`src/rtl/jtdsp16_rom_arb_if.sv`:
```
// Program-memory arbiter bus: three requester ports plus the shared memory port.
// The master side is the environment (requesters and memory); the slave side is the arbiter.
interface jtdsp16_rom_arb_if;
   logic        fetch_req;
   logic [15:0] fetch_addr;
   logic [15:0] fetch_data;
   logic        fetch_ok;

   logic        pt_req;
   logic [11:0] pt_addr;
   logic [15:0] pt_data;
   logic        pt_ok;

   logic        host_req;
   logic        host_we;
   logic [15:0] host_addr;
   logic [15:0] host_din;
   logic [15:0] host_dout;
   logic        host_ack;

   logic [15:0] mem_addr;
   logic [15:0] mem_din;
   logic        mem_we;
   logic [15:0] mem_dout;

   logic        pc_halt;

   modport master (
      output fetch_req, fetch_addr, pt_req, pt_addr,
             host_req, host_we, host_addr, host_din, mem_dout,
      input  fetch_data, fetch_ok, pt_data, pt_ok, host_dout, host_ack,
             mem_addr, mem_din, mem_we, pc_halt
   );

   modport slave (
      input  fetch_req, fetch_addr, pt_req, pt_addr,
             host_req, host_we, host_addr, host_din, mem_dout,
      output fetch_data, fetch_ok, pt_data, pt_ok, host_dout, host_ack,
             mem_addr, mem_din, mem_we, pc_halt
   );
endinterface

```
`src/rtl/jtdsp16_rom_arb.sv`:
```
// DSP16 program-memory arbiter: host > pt > fetch, with a starvation override for fetch,
// wait states for external addresses and a combinational pc_halt stall.
module jtdsp16_rom_arb #(
   parameter int unsigned INT_AW = 12,
   parameter int unsigned STARVE = 4
) (
   input logic              rst,
   input logic              clk,
   input logic              cen,
   input logic [3:0]        ws,
   jtdsp16_rom_arb_if.slave bus
);

   typedef enum logic {StIdle, StBusy} state_t;
   typedef enum logic [1:0] {OwnFetch, OwnPt, OwnHost} owner_t;

   state_t      state_q, state_d;
   owner_t      owner_q, gnt_owner;
   logic        host_wr_q;
   logic [3:0]  wcnt_q;
   logic [2:0]  starve_q;
   logic [15:0] gnt_addr;
   logic        grant, complete, can_grant, starving, ext;
   logic        want_fetch, want_pt, want_host;

   logic [15:0] fetch_data_q, pt_data_q, host_dout_q, mem_addr_q, mem_din_q;
   logic        fetch_ok_q, pt_ok_q, host_ack_q, mem_we_q;

   assign complete  = (state_q == StBusy) && (wcnt_q == 4'd0);
   assign can_grant = (state_q == StIdle) || complete;
   assign starving  = 32'(starve_q) >= STARVE;

   // The owner has not yet seen its ok, so its request is masked at regrant.
   assign want_fetch = bus.fetch_req & ~(complete && owner_q == OwnFetch);
   assign want_pt    = bus.pt_req    & ~(complete && owner_q == OwnPt);
   assign want_host  = bus.host_req  & ~(complete && owner_q == OwnHost);

   assign ext = (gnt_addr >> INT_AW) != 16'd0;

   // Grant selection: starving fetch first, then host, pt, fetch.
   always_comb begin
      grant     = 1'b0;
      gnt_owner = OwnFetch;
      gnt_addr  = bus.fetch_addr;
      if (can_grant) begin
         if (want_fetch && starving) begin
            grant = 1'b1;
         end else if (want_host) begin
            grant     = 1'b1;
            gnt_owner = OwnHost;
            gnt_addr  = bus.host_addr;
         end else if (want_pt) begin
            grant     = 1'b1;
            gnt_owner = OwnPt;
            gnt_addr  = {4'd0, bus.pt_addr};
         end else if (want_fetch) begin
            grant = 1'b1;
         end
      end
   end

   // Next state: every grant opportunity resolves to BUSY or IDLE.
   always_comb begin
      state_d = state_q;
      if (can_grant) state_d = grant ? StBusy : StIdle;
   end

   // State register.
   always_ff @(posedge clk or posedge rst) begin
      if (rst)      state_q <= StIdle;
      else if (cen) state_q <= state_d;
   end

   // Access datapath: wait count, completion capture, grant registration, starvation count.
   always_ff @(posedge clk or posedge rst) begin
      if (rst) begin
         owner_q      <= OwnFetch;
         host_wr_q    <= 1'b0;
         wcnt_q       <= 4'd0;
         starve_q     <= 3'd0;
         fetch_data_q <= 16'd0;
         pt_data_q    <= 16'd0;
         host_dout_q  <= 16'd0;
         mem_addr_q   <= 16'd0;
         mem_din_q    <= 16'd0;
         fetch_ok_q   <= 1'b0;
         pt_ok_q      <= 1'b0;
         host_ack_q   <= 1'b0;
         mem_we_q     <= 1'b0;
      end else if (cen) begin
         fetch_ok_q <= 1'b0;
         pt_ok_q    <= 1'b0;
         host_ack_q <= 1'b0;
         mem_we_q   <= 1'b0;
         if (state_q == StBusy && wcnt_q != 4'd0) wcnt_q <= wcnt_q - 4'd1;
         if (complete) begin
            unique case (owner_q)
               OwnFetch: begin
                  fetch_data_q <= bus.mem_dout;
                  fetch_ok_q   <= 1'b1;
               end
               OwnPt: begin
                  pt_data_q <= bus.mem_dout;
                  pt_ok_q   <= 1'b1;
               end
               OwnHost: begin
                  if (!host_wr_q) host_dout_q <= bus.mem_dout;
                  host_ack_q <= 1'b1;
               end
               default: ;
            endcase
         end
         if (grant) begin
            owner_q    <= gnt_owner;
            mem_addr_q <= gnt_addr;
            wcnt_q     <= ext ? ws : 4'd0;
            host_wr_q  <= (gnt_owner == OwnHost) && bus.host_we;
            if (gnt_owner == OwnHost && bus.host_we) begin
               mem_din_q <= bus.host_din;
               mem_we_q  <= 1'b1;
            end
         end
         if (!bus.fetch_req) begin
            starve_q <= 3'd0;
         end else if (grant) begin
            if (gnt_owner == OwnFetch) starve_q <= 3'd0;
            else if (starve_q != 3'd7) starve_q <= starve_q + 3'd1;
         end
      end
   end

   assign bus.fetch_data = fetch_data_q;
   assign bus.fetch_ok   = fetch_ok_q;
   assign bus.pt_data    = pt_data_q;
   assign bus.pt_ok      = pt_ok_q;
   assign bus.host_dout  = host_dout_q;
   assign bus.host_ack   = host_ack_q;
   assign bus.mem_addr   = mem_addr_q;
   assign bus.mem_din    = mem_din_q;
   assign bus.mem_we     = mem_we_q;
   assign bus.pc_halt    = bus.fetch_req & ~fetch_ok_q;

endmodule

```
`src/flat_wrapper.sv`:
```
// flat-port wrapper written by rule: the top's interface ports become plain ports
module jtdsp16_rom_arb_flat 
#(
   parameter int unsigned INT_AW = 12,
   parameter int unsigned STARVE = 4
)
  (rst, clk, cen, ws, bus_fetch_req, bus_fetch_addr, bus_pt_req, bus_pt_addr, bus_host_req, bus_host_we, bus_host_addr, bus_host_din, bus_mem_dout, bus_fetch_data, bus_fetch_ok, bus_pt_data, bus_pt_ok, bus_host_dout, bus_host_ack, bus_mem_addr, bus_mem_din, bus_mem_we, bus_pc_halt);
  jtdsp16_rom_arb_if bus_i ();
  input logic rst;
  input logic clk;
  input logic cen;
  input logic [3:0] ws;
  input wire logic [$bits(bus_i.fetch_req)-1:0] bus_fetch_req;
  input wire logic [$bits(bus_i.fetch_addr)-1:0] bus_fetch_addr;
  input wire logic [$bits(bus_i.pt_req)-1:0] bus_pt_req;
  input wire logic [$bits(bus_i.pt_addr)-1:0] bus_pt_addr;
  input wire logic [$bits(bus_i.host_req)-1:0] bus_host_req;
  input wire logic [$bits(bus_i.host_we)-1:0] bus_host_we;
  input wire logic [$bits(bus_i.host_addr)-1:0] bus_host_addr;
  input wire logic [$bits(bus_i.host_din)-1:0] bus_host_din;
  input wire logic [$bits(bus_i.mem_dout)-1:0] bus_mem_dout;
  output wire logic [$bits(bus_i.fetch_data)-1:0] bus_fetch_data;
  output wire logic [$bits(bus_i.fetch_ok)-1:0] bus_fetch_ok;
  output wire logic [$bits(bus_i.pt_data)-1:0] bus_pt_data;
  output wire logic [$bits(bus_i.pt_ok)-1:0] bus_pt_ok;
  output wire logic [$bits(bus_i.host_dout)-1:0] bus_host_dout;
  output wire logic [$bits(bus_i.host_ack)-1:0] bus_host_ack;
  output wire logic [$bits(bus_i.mem_addr)-1:0] bus_mem_addr;
  output wire logic [$bits(bus_i.mem_din)-1:0] bus_mem_din;
  output wire logic [$bits(bus_i.mem_we)-1:0] bus_mem_we;
  output wire logic [$bits(bus_i.pc_halt)-1:0] bus_pc_halt;
  assign bus_i.fetch_req = bus_fetch_req;
  assign bus_i.fetch_addr = bus_fetch_addr;
  assign bus_i.pt_req = bus_pt_req;
  assign bus_i.pt_addr = bus_pt_addr;
  assign bus_i.host_req = bus_host_req;
  assign bus_i.host_we = bus_host_we;
  assign bus_i.host_addr = bus_host_addr;
  assign bus_i.host_din = bus_host_din;
  assign bus_i.mem_dout = bus_mem_dout;
  assign bus_fetch_data = bus_i.fetch_data;
  assign bus_fetch_ok = bus_i.fetch_ok;
  assign bus_pt_data = bus_i.pt_data;
  assign bus_pt_ok = bus_i.pt_ok;
  assign bus_host_dout = bus_i.host_dout;
  assign bus_host_ack = bus_i.host_ack;
  assign bus_mem_addr = bus_i.mem_addr;
  assign bus_mem_din = bus_i.mem_din;
  assign bus_mem_we = bus_i.mem_we;
  assign bus_pc_halt = bus_i.pc_halt;
  jtdsp16_rom_arb #(.INT_AW(INT_AW), .STARVE(STARVE)) u_core (.rst(rst), .clk(clk), .cen(cen), .ws(ws), .bus(bus_i));
endmodule
```
`config.mk`:
```
export PLATFORM = sky130hd
export DESIGN_NAME = jtdsp16_rom_arb_flat
export DESIGN_NICKNAME = d
export VERILOG_FILES = /design/src/rtl/jtdsp16_rom_arb_if.sv /design/src/rtl/jtdsp16_rom_arb.sv /design/src/flat_wrapper.sv
export SDC_FILE = /design/constraint.sdc
export NUM_CORES = 1
export LEC_CHECK = 0
export BUFFER_PORTS_ARGS = -buffer_cell sky130_fd_sc_hd__buf_4
export CAP_MARGIN = 20
export CORE_ASPECT_RATIO = 1.2
export CORE_MARGIN = 2
export CORE_UTILIZATION = 45
export CTS_BUF_LIST = sky130_fd_sc_hd__clkbuf_4 sky130_fd_sc_hd__clkbuf_8
export DETAILED_ROUTE_END_ITERATION = 16
export PLACE_DENSITY = 0.81
export SLEW_MARGIN = 25
export SYNTH_ARGS = -nofsm -noshare
export SYNTH_HDL_FRONTEND = slang
export SYNTH_SLANG_ARGS = --single-unit
```
`constraint.sdc`:
```
create_clock -name clk -period 3.6 [get_ports clk]
set_input_delay 0.9 -clock clk [delete_from_list [all_inputs] [get_ports clk]]
set_output_delay 0.9 -clock clk [all_outputs]
set_load 0.005 [all_outputs]
```
=== After elaboration in Yosys (flattened, before gate mapping) ===
Index checks and enable logic that the tools add are counted.

* Multiplexer cells: 29
* Bitwise logic cells: 10
* Magnitude comparators: 1
* Eq/ne operators: 6
* $add $sub $neg: 2
* Reductions and logical operators: 22

{| class="wikitable"
|+ Operators by type and width
! operator !! count
|-
| two-way mux 16 bit || 4
|-
| nonzero test 16 bit || 1
|-
| two-way mux 1 bit || 15
|-
| two-way mux 3 bit || 4
|-
| two-way mux 4 bit || 3
|-
| AND reduction 3 bit || 4
|-
| logical AND 1 bit || 7
|-
| two-way mux 2 bit || 3
|-
| NOT 1 bit || 6
|-
| AND reduction 2 bit || 3
|-
| AND 1 bit || 4
|-
| equality test 2 bit (second input constant) || 2
|-
| logical NOT 2 bit || 2
|-
| logical NOT 4 bit || 1
|-
| AND reduction 4 bit || 1
|-
| nonzero test 4 bit || 1
|-
| subtractor 4 x 1 -> 4 bit (second input constant) || 1
|-
| adder 3 x 1 -> 3 bit (second input constant) || 1
|-
| greater-or-equal comparator 3 bit (second input constant) || 1
|-
| inequality test 3 x 1 -> 1 bit (second input constant) || 1
|-
| inequality test 3 bit (second input constant) || 1
|-
| equality test 2 x 1 -> 1 bit (second input constant) || 1
|-
| inequality test 2 x 1 -> 1 bit (second input constant) || 1
|-
| nonzero test 2 bit || 1
|-
| logical OR 1 bit || 1
|}

* Register bits: 95
* Input port bits: 87

=== Depth between registers and ports, before layout ===
* Depth after elaboration: 13
* Mapped depth: 8
* Mapped depth without buffers: 7

=== Worst setup path after synthesis ===
Ideal clock, no wire load.

* Path kind: in2reg
* Start: input port bus_host_req
* End: register u_core.mem_din_q[0] (netlist: u_core.bus.mem_din[0])
* Data required time: 3.475 ns
* Stages: 7
* Path buffers: 2
* Setup time: 0.125 ns
* Setup slack: 1.003 ns
* Arrival: 2.472 ns
* Cell sequence: clkbuf_1 -> inv_1 -> a31oi_4 -> o211ai_4 -> nor3_4 -> buf_6 -> mux2_4

* Word-level cells in the longest chain between the ends: 7
* Elaborated cells between the ends (all ways): 10
* Classes of those cells: 1 x eq/ne; 6 x mux; 1 x bitwise; 2 x reduce/logical

{| class="wikitable"
|+ Ends and longest elaborated chain
! item !! RTL line !! source
|-
| start, declared || flat_wrapper.sv:17 || <nowiki>input wire logic [$bits(bus_i.host_req)-1:0] bus_host_req;</nowiki>
|-
| AND 1 bit (*) || jtdsp16_rom_arb.sv:36 || <nowiki>assign want_host = bus.host_req & ~(complete && owner_q == OwnHost);</nowiki>
|-
| two-way mux 2 bit || jtdsp16_rom_arb.sv:48 || <nowiki>end else if (want_host) begin</nowiki>
|-
| two-way mux 2 bit || jtdsp16_rom_arb.sv:46 || <nowiki>if (want_fetch && starving) begin</nowiki>
|-
| two-way mux 2 bit || jtdsp16_rom_arb.sv:45 || <nowiki>if (can_grant) begin</nowiki>
|-
| equality test 2 bit || jtdsp16_rom_arb.sv:118 || <nowiki>if (gnt_owner == OwnHost && bus.host_we) begin</nowiki>
|-
| logical AND 1 bit || jtdsp16_rom_arb.sv:118 ||
|-
| AND reduction 3 bit (no source line) (*) || n/a ||
|-
| end signal, assigned || jtdsp16_rom_arb.sv:119 || <nowiki>mem_din_q <= bus.host_din;</nowiki>
|-
| end, declared || jtdsp16_rom_arb.sv:26 || <nowiki>logic [15:0] fetch_data_q, pt_data_q, host_dout_q, mem_addr_q, mem_din_q;</nowiki>
|}

Every way passes the cells marked *; elsewhere a longest branch is shown, timed or not.
A chain may end at the register's enable or synchronous reset.

=== Worst setup path in the final report ===
* Start: register u_core.wcnt_q[0]
* End: register u_core.mem_din_q[11] (netlist: u_core.bus.mem_din[11])

* Word-level cells in the longest chain between the ends: 12
* Elaborated cells between the ends (all ways): 25
* Classes of those cells: 1 x eq/ne; 9 x mux; 6 x bitwise; 9 x reduce/logical

{| class="wikitable"
|+ Ends and longest elaborated chain
! item !! RTL line !! source
|-
| start, declared || jtdsp16_rom_arb.sv:20 || <nowiki>logic [3:0] wcnt_q;</nowiki>
|-
| start signal, assigned || jtdsp16_rom_arb.sv:95 || <nowiki>if (state_q == StBusy && wcnt_q != 4'd0) wcnt_q <= wcnt_q - 4'd1;</nowiki>
|-
| start signal, assigned || jtdsp16_rom_arb.sv:116 || <nowiki>wcnt_q <= ext ? ws : 4'd0;</nowiki>
|-
| logical NOT 4 bit (*) || jtdsp16_rom_arb.sv:29 || <nowiki>assign complete = (state_q == StBusy) && (wcnt_q == 4'd0);</nowiki>
|-
| logical AND 1 bit (*) || jtdsp16_rom_arb.sv:29 ||
|-
| logical AND 1 bit || jtdsp16_rom_arb.sv:35 || <nowiki>assign want_pt = bus.pt_req & ~(complete && owner_q == OwnPt);</nowiki>
|-
| NOT 1 bit || jtdsp16_rom_arb.sv:35 ||
|-
| AND 1 bit || jtdsp16_rom_arb.sv:35 ||
|-
| two-way mux 1 bit || jtdsp16_rom_arb.sv:52 || <nowiki>end else if (want_pt) begin</nowiki>
|-
| two-way mux 2 bit || jtdsp16_rom_arb.sv:48 ||
|-
| two-way mux 2 bit || jtdsp16_rom_arb.sv:46 ||
|-
| two-way mux 2 bit || jtdsp16_rom_arb.sv:45 ||
|-
| equality test 2 bit || jtdsp16_rom_arb.sv:118 ||
|-
| logical AND 1 bit || jtdsp16_rom_arb.sv:118 ||
|-
| AND reduction 3 bit (no source line) (*) || n/a ||
|}

Marked as above.

==> results by stage <==
Drt:
- The number of DRC violations after detailed routing is 0.
- After the first detailed-routing iteration, the DRC count stood at 158.
- The routed design has 11300 µm of wire.
- The average wire length per cell after detail routing is 18.1 µm.
- The via count normalized by instance count is 5.41.
- The remaining antenna violation count after routing is 0.
- The first-pass detailed-route iteration total is 6.
- The total number of vias is 3389.

Clocking:
- Buffers added to address setup during post-CTS repair amount to 0.
- After clock tree synthesis, the clock-pin slew on the worst setup and hold paths is 0.09 ns.
- The total of cells resized after clock tree synthesis is 0.
- The number of buffers created by CTS is 9.
- The insertion delay of the later-clocked pin in the worst-skew pair is 0.37 ns.
- The post-cts hold buffer count is 0.
- Counting every sink on the clock net gives 95.
- In this run the number of H-tree levels came out at 3.
- The tree is rooted in a clkbuf_8.
- TritonCTS built the clock tree.
- In this run the deepest clock path goes through 2 buffers.

Logic synthesis:
- The share of synthesized area occupied by flip-flops and latches is 55.8%.
- The number of register bits inferred by synthesis is 95.
- The mapped netlist covers 0.00426 mm².
- Yosys instantiated no cell more often than dfrtp_1.
- The number of warnings printed during yosys synthesis is 0.
- The area fraction of the dominant cell type after synthesis is 55.8%.
- The post-synthesis net count is 421.
- Yosys mapped a number of flops with a built-in enable equal to 0.
- Sorting the synthesized cells by area gives the leading types as dfrtp_1 (56%), mux2_2 (15%), o31ai_1 (3.2%).
- The synthesized area divided by synthesized cell count is 12.9 µm².
- The commonest register cell after synthesis is dfrtp_1.
- The number of distinct library cells after synthesis is 48.
- Of all cell types, the one taking the most synthesized area is dfrtp_1.
- The cell count after synthesis is 331.
- Counting flops with an async set or reset pin after synthesis yields a share of 100%.
- By count the netlist is led by dfrtp_1 (95), mux2_2 (58), nand2_1 (28).

Finish:
- Fill cells in the final layout number 713.
- The final instance count without filler cells is 627.
- The finished cells cover 0.00586 mm².
- Cells fill 64.2% of the core in the end.
- From synthesis to final layout, the design area changed by 37.5%.
- The area of combinational cells with multiple inputs is 0.00175 mm².
- 0 antenna diodes ended up in the layout.
- The layout cell share with drive strength beyond 1 is 53.5%.
- The sequential standard cell area is 0.00238 mm².
- The net count of the finished layout is 593.

Power and ir drop:
- The power density over the cells is 484 mW/mm².
- The largest voltage drop on the vdd net is 394 µV.
- The leakage dissipation is 3.04 nW.

Place:
- The number of port buffers is 171.
- The HPWL after detailed placement is 8490 µm.
- At the end of routability-driven placement, the weighted congestion stood at 0.850.
- The cell area after placement is 0.00567 mm².
- Once placement completed, the tool counted placed cells totaling 612.

GRT:
- Entering global routing, the biggest net connects 51 pins.
- The most used routing layer in global routing is met2.
- The met2 usage in global routing is 38.7%.
- For this run, global-route usage on met3 was measured as 9.00%.
- The number of antenna violations at the first check in global routing is 0.
- Global routing consumed, on the met1 layer, 26.3% of the routing resources.
- The via count of the first global-routing pass is 3673.
- The final global-route overflow total is 0.
- Global routing used 22.8% of the available tracks across all layers.
- The first-pass GRT wire length is 18400 µm.

Worst setup path:
- The data required time of the worst path is 3.86 ns.
- The launch instance of the worst register-to-register path is u_core.wcnt_q[0].
- In this run the register-to-register setup slack is 0.99 ns.
- The capturing element type of the critical path is a flop.
- In this run the worst setup path begins at u_core.wcnt_q[0].
- The critical path startpoint category is a flop.
- The data arrival time of the critical path is 2.87 ns.
- The cell at the slowest stage of the critical path is dfrtp_1.
- The capturing element of the worst setup path is u_core.bus.mem_din[11].
- The cell class contributing the biggest share of worst-path delay is compound AO/OA/AOI/OAI gates.
- Walking the worst path, the cells encountered are inv_1, ha_1, nand4bb_1, a21boi_0, o21ai_2, nor3_4, buf_4, mux2_2.
- The cell count of the worst reg-to-reg path is 8.
- Along the worst path, the maximum fanout reaches 18.
- The critical path crosses 8 cells after its start point.
- The setup path with the least slack is of type flop to flop.
- The largest stage delay on the critical path is 0.42 ns.
- The worst path buffer plus inverter count is 2.
- In this run the critical register-to-register path is captured at u_core.bus.mem_din[11].

Floorplan:
- The initial core utilization is 46.7%.
- The count of standard-cell rows is 38.
- During I/O placement, the number of pins put on the boundary was 172.
- The floorplan step set the die height to 111 µm.
- The core region is 0.00913 mm².
- The die boundary width is 92.9 µm.
- The floorplan step defined a die boundary enclosing 0.0103 mm².

STA:
- Adding up every negative setup slack in the final design gives 0 ns.
- The clock arrives with 0.0106 ns of skew.
- The total count of max-transition violations in the final report came to 0.
- The worst relative slew slack is 46.2%.
- Setup repair after global routing left no endpoint under its margin.
- Static timing analysis puts the maximum clock frequency at 383 MHz.
- Setup violations remaining at the end of the flow were counted as 0.
- The transition time at the pin with the least slew margin is 0.805 ns.
- The final hold violation count came to 0.
- The part of the cycle the worst path needs is 72.5%.
- The worst path in the final design needs a cycle of 2.61 ns, including I/O delays and setup.

Run:
- The tool flagged a number of max-cap violations equal to 0.

Run status:
- The run finished with clean final reports.

Hold path:
- The min-delay analysis places its worst path in the category flop to flop.
- Along the worst hold path, the cell count comes to 2.
layer usage:
| layer | share of wire [%] | routed length [µm] | vias up |
|---|---|---|---|
| met5 | 0 | 0 | - |
| met4 | 2.1 | 239 | 0 |
| met3 | 9.2 | 1040 | 24 |
| met2 | 52 | 5870 | 152 |
| met1 | 37 | 4190 | 1655 |
| li1 | - | - | 1558 |
cells in the final DEF, fill, tap and decap left out, types with 5 or more instances in the layout:
cell,netlist,routed
a21o_1,5,5
a22oi_1,6,6
buf_4,3,177
clkbuf_8,0,9
dfrtp_1,95,95
inv_1,11,10
mux2_2,58,58
mux2_4,8,8
nand2_1,28,28
nor3_1,15,15
o21ai_0,7,7
o22ai_1,12,12
o31ai_1,18,18
state kept, by name (all words and copies together), names as in the netlist:
register	cells
u_core.bus.fetch_data	16
u_core.bus.fetch_ok	1
u_core.bus.host_ack	1
u_core.bus.host_dout	16
u_core.bus.mem_addr	16
u_core.bus.mem_din	16
u_core.bus.mem_we	1
u_core.bus.pt_data	16
u_core.bus.pt_ok	1
u_core.host_wr_q	1
u_core.owner_q	2
u_core.starve_q	3
u_core.state_q	1
u_core.wcnt_q	4
how the worst min path moves through the flow:
stage / start / endpoint / slack, ns
detailed placement: u_core.bus.mem_addr[8] / u_core.bus.mem_addr[8] / 0.47
floorplan: u_core.host_wr_q / u_core.host_wr_q / 0.44
global route: u_core.bus.pt_ok / u_core.bus.pt_ok / 0.53
finish: u_core.bus.mem_addr[8] / u_core.bus.mem_addr[8] / 0.49
CTS: u_core.bus.mem_addr[8] / u_core.bus.mem_addr[8] / 0.49
global placement: u_core.bus.mem_addr[7] / u_core.bus.mem_addr[7] / 0.46
through the flow:
stage | hold slack, ns | setup slack [ns] | total power [mW]
2_1_floorplan | 0.440 | 0.223 | 1.71
3_3_place_gp | 0.463 | 0.898 | 2.13
3_5_place_dp | 0.468 | 0.775 | 2.17
4_1_cts | 0.489 | 1.01 | 2.86
5_1_grt | 0.527 | 0.792 | 2.99
6_report | 0.487 | 0.990 | 2.84
where the power goes:
group          leakage, nW  switching, mW  total [mW]  internal [mW]
registers             1.27          0.134        1.40           1.27
logic                 1.68          0.290       0.741          0.451
clock network       0.0957          0.369       0.696          0.326
layout make-up:
cell class              count  area share [%]
clock buffers              10            2.24
flip-flops and latches     95            40.5
multi-input cells         207            29.8
well taps                 120            2.56
repair buffers            178            23.0
inverters                  12           0.790
clock inverters             5            1.02
tightest hold or removal path: cells and delay by family, from the launching register on:
| kind | cells | cell delay, ns |
|---|---|---|
| AND/OR/NAND/NOR | 1 | 0.05 |
| AO/OA/AOI/OAI | 1 | 0.05 |
| flip-flops | 1 | 0.35 |
logic make-up after synthesis:
logic type / Yosys count / synth area share, %
AND/OR/NAND/NOR: 67 / 8.86
AO/OA/AOI/OAI: 69 / 12.7
multiplexers: 68 / 18.6
adder cells (fa/ha/maj): 3 / 0.880
buffers and inverters: 29 / 3.23
flip-flops: 95 / 55.8
No activity file was read; power rests on OpenSTA's default activity.
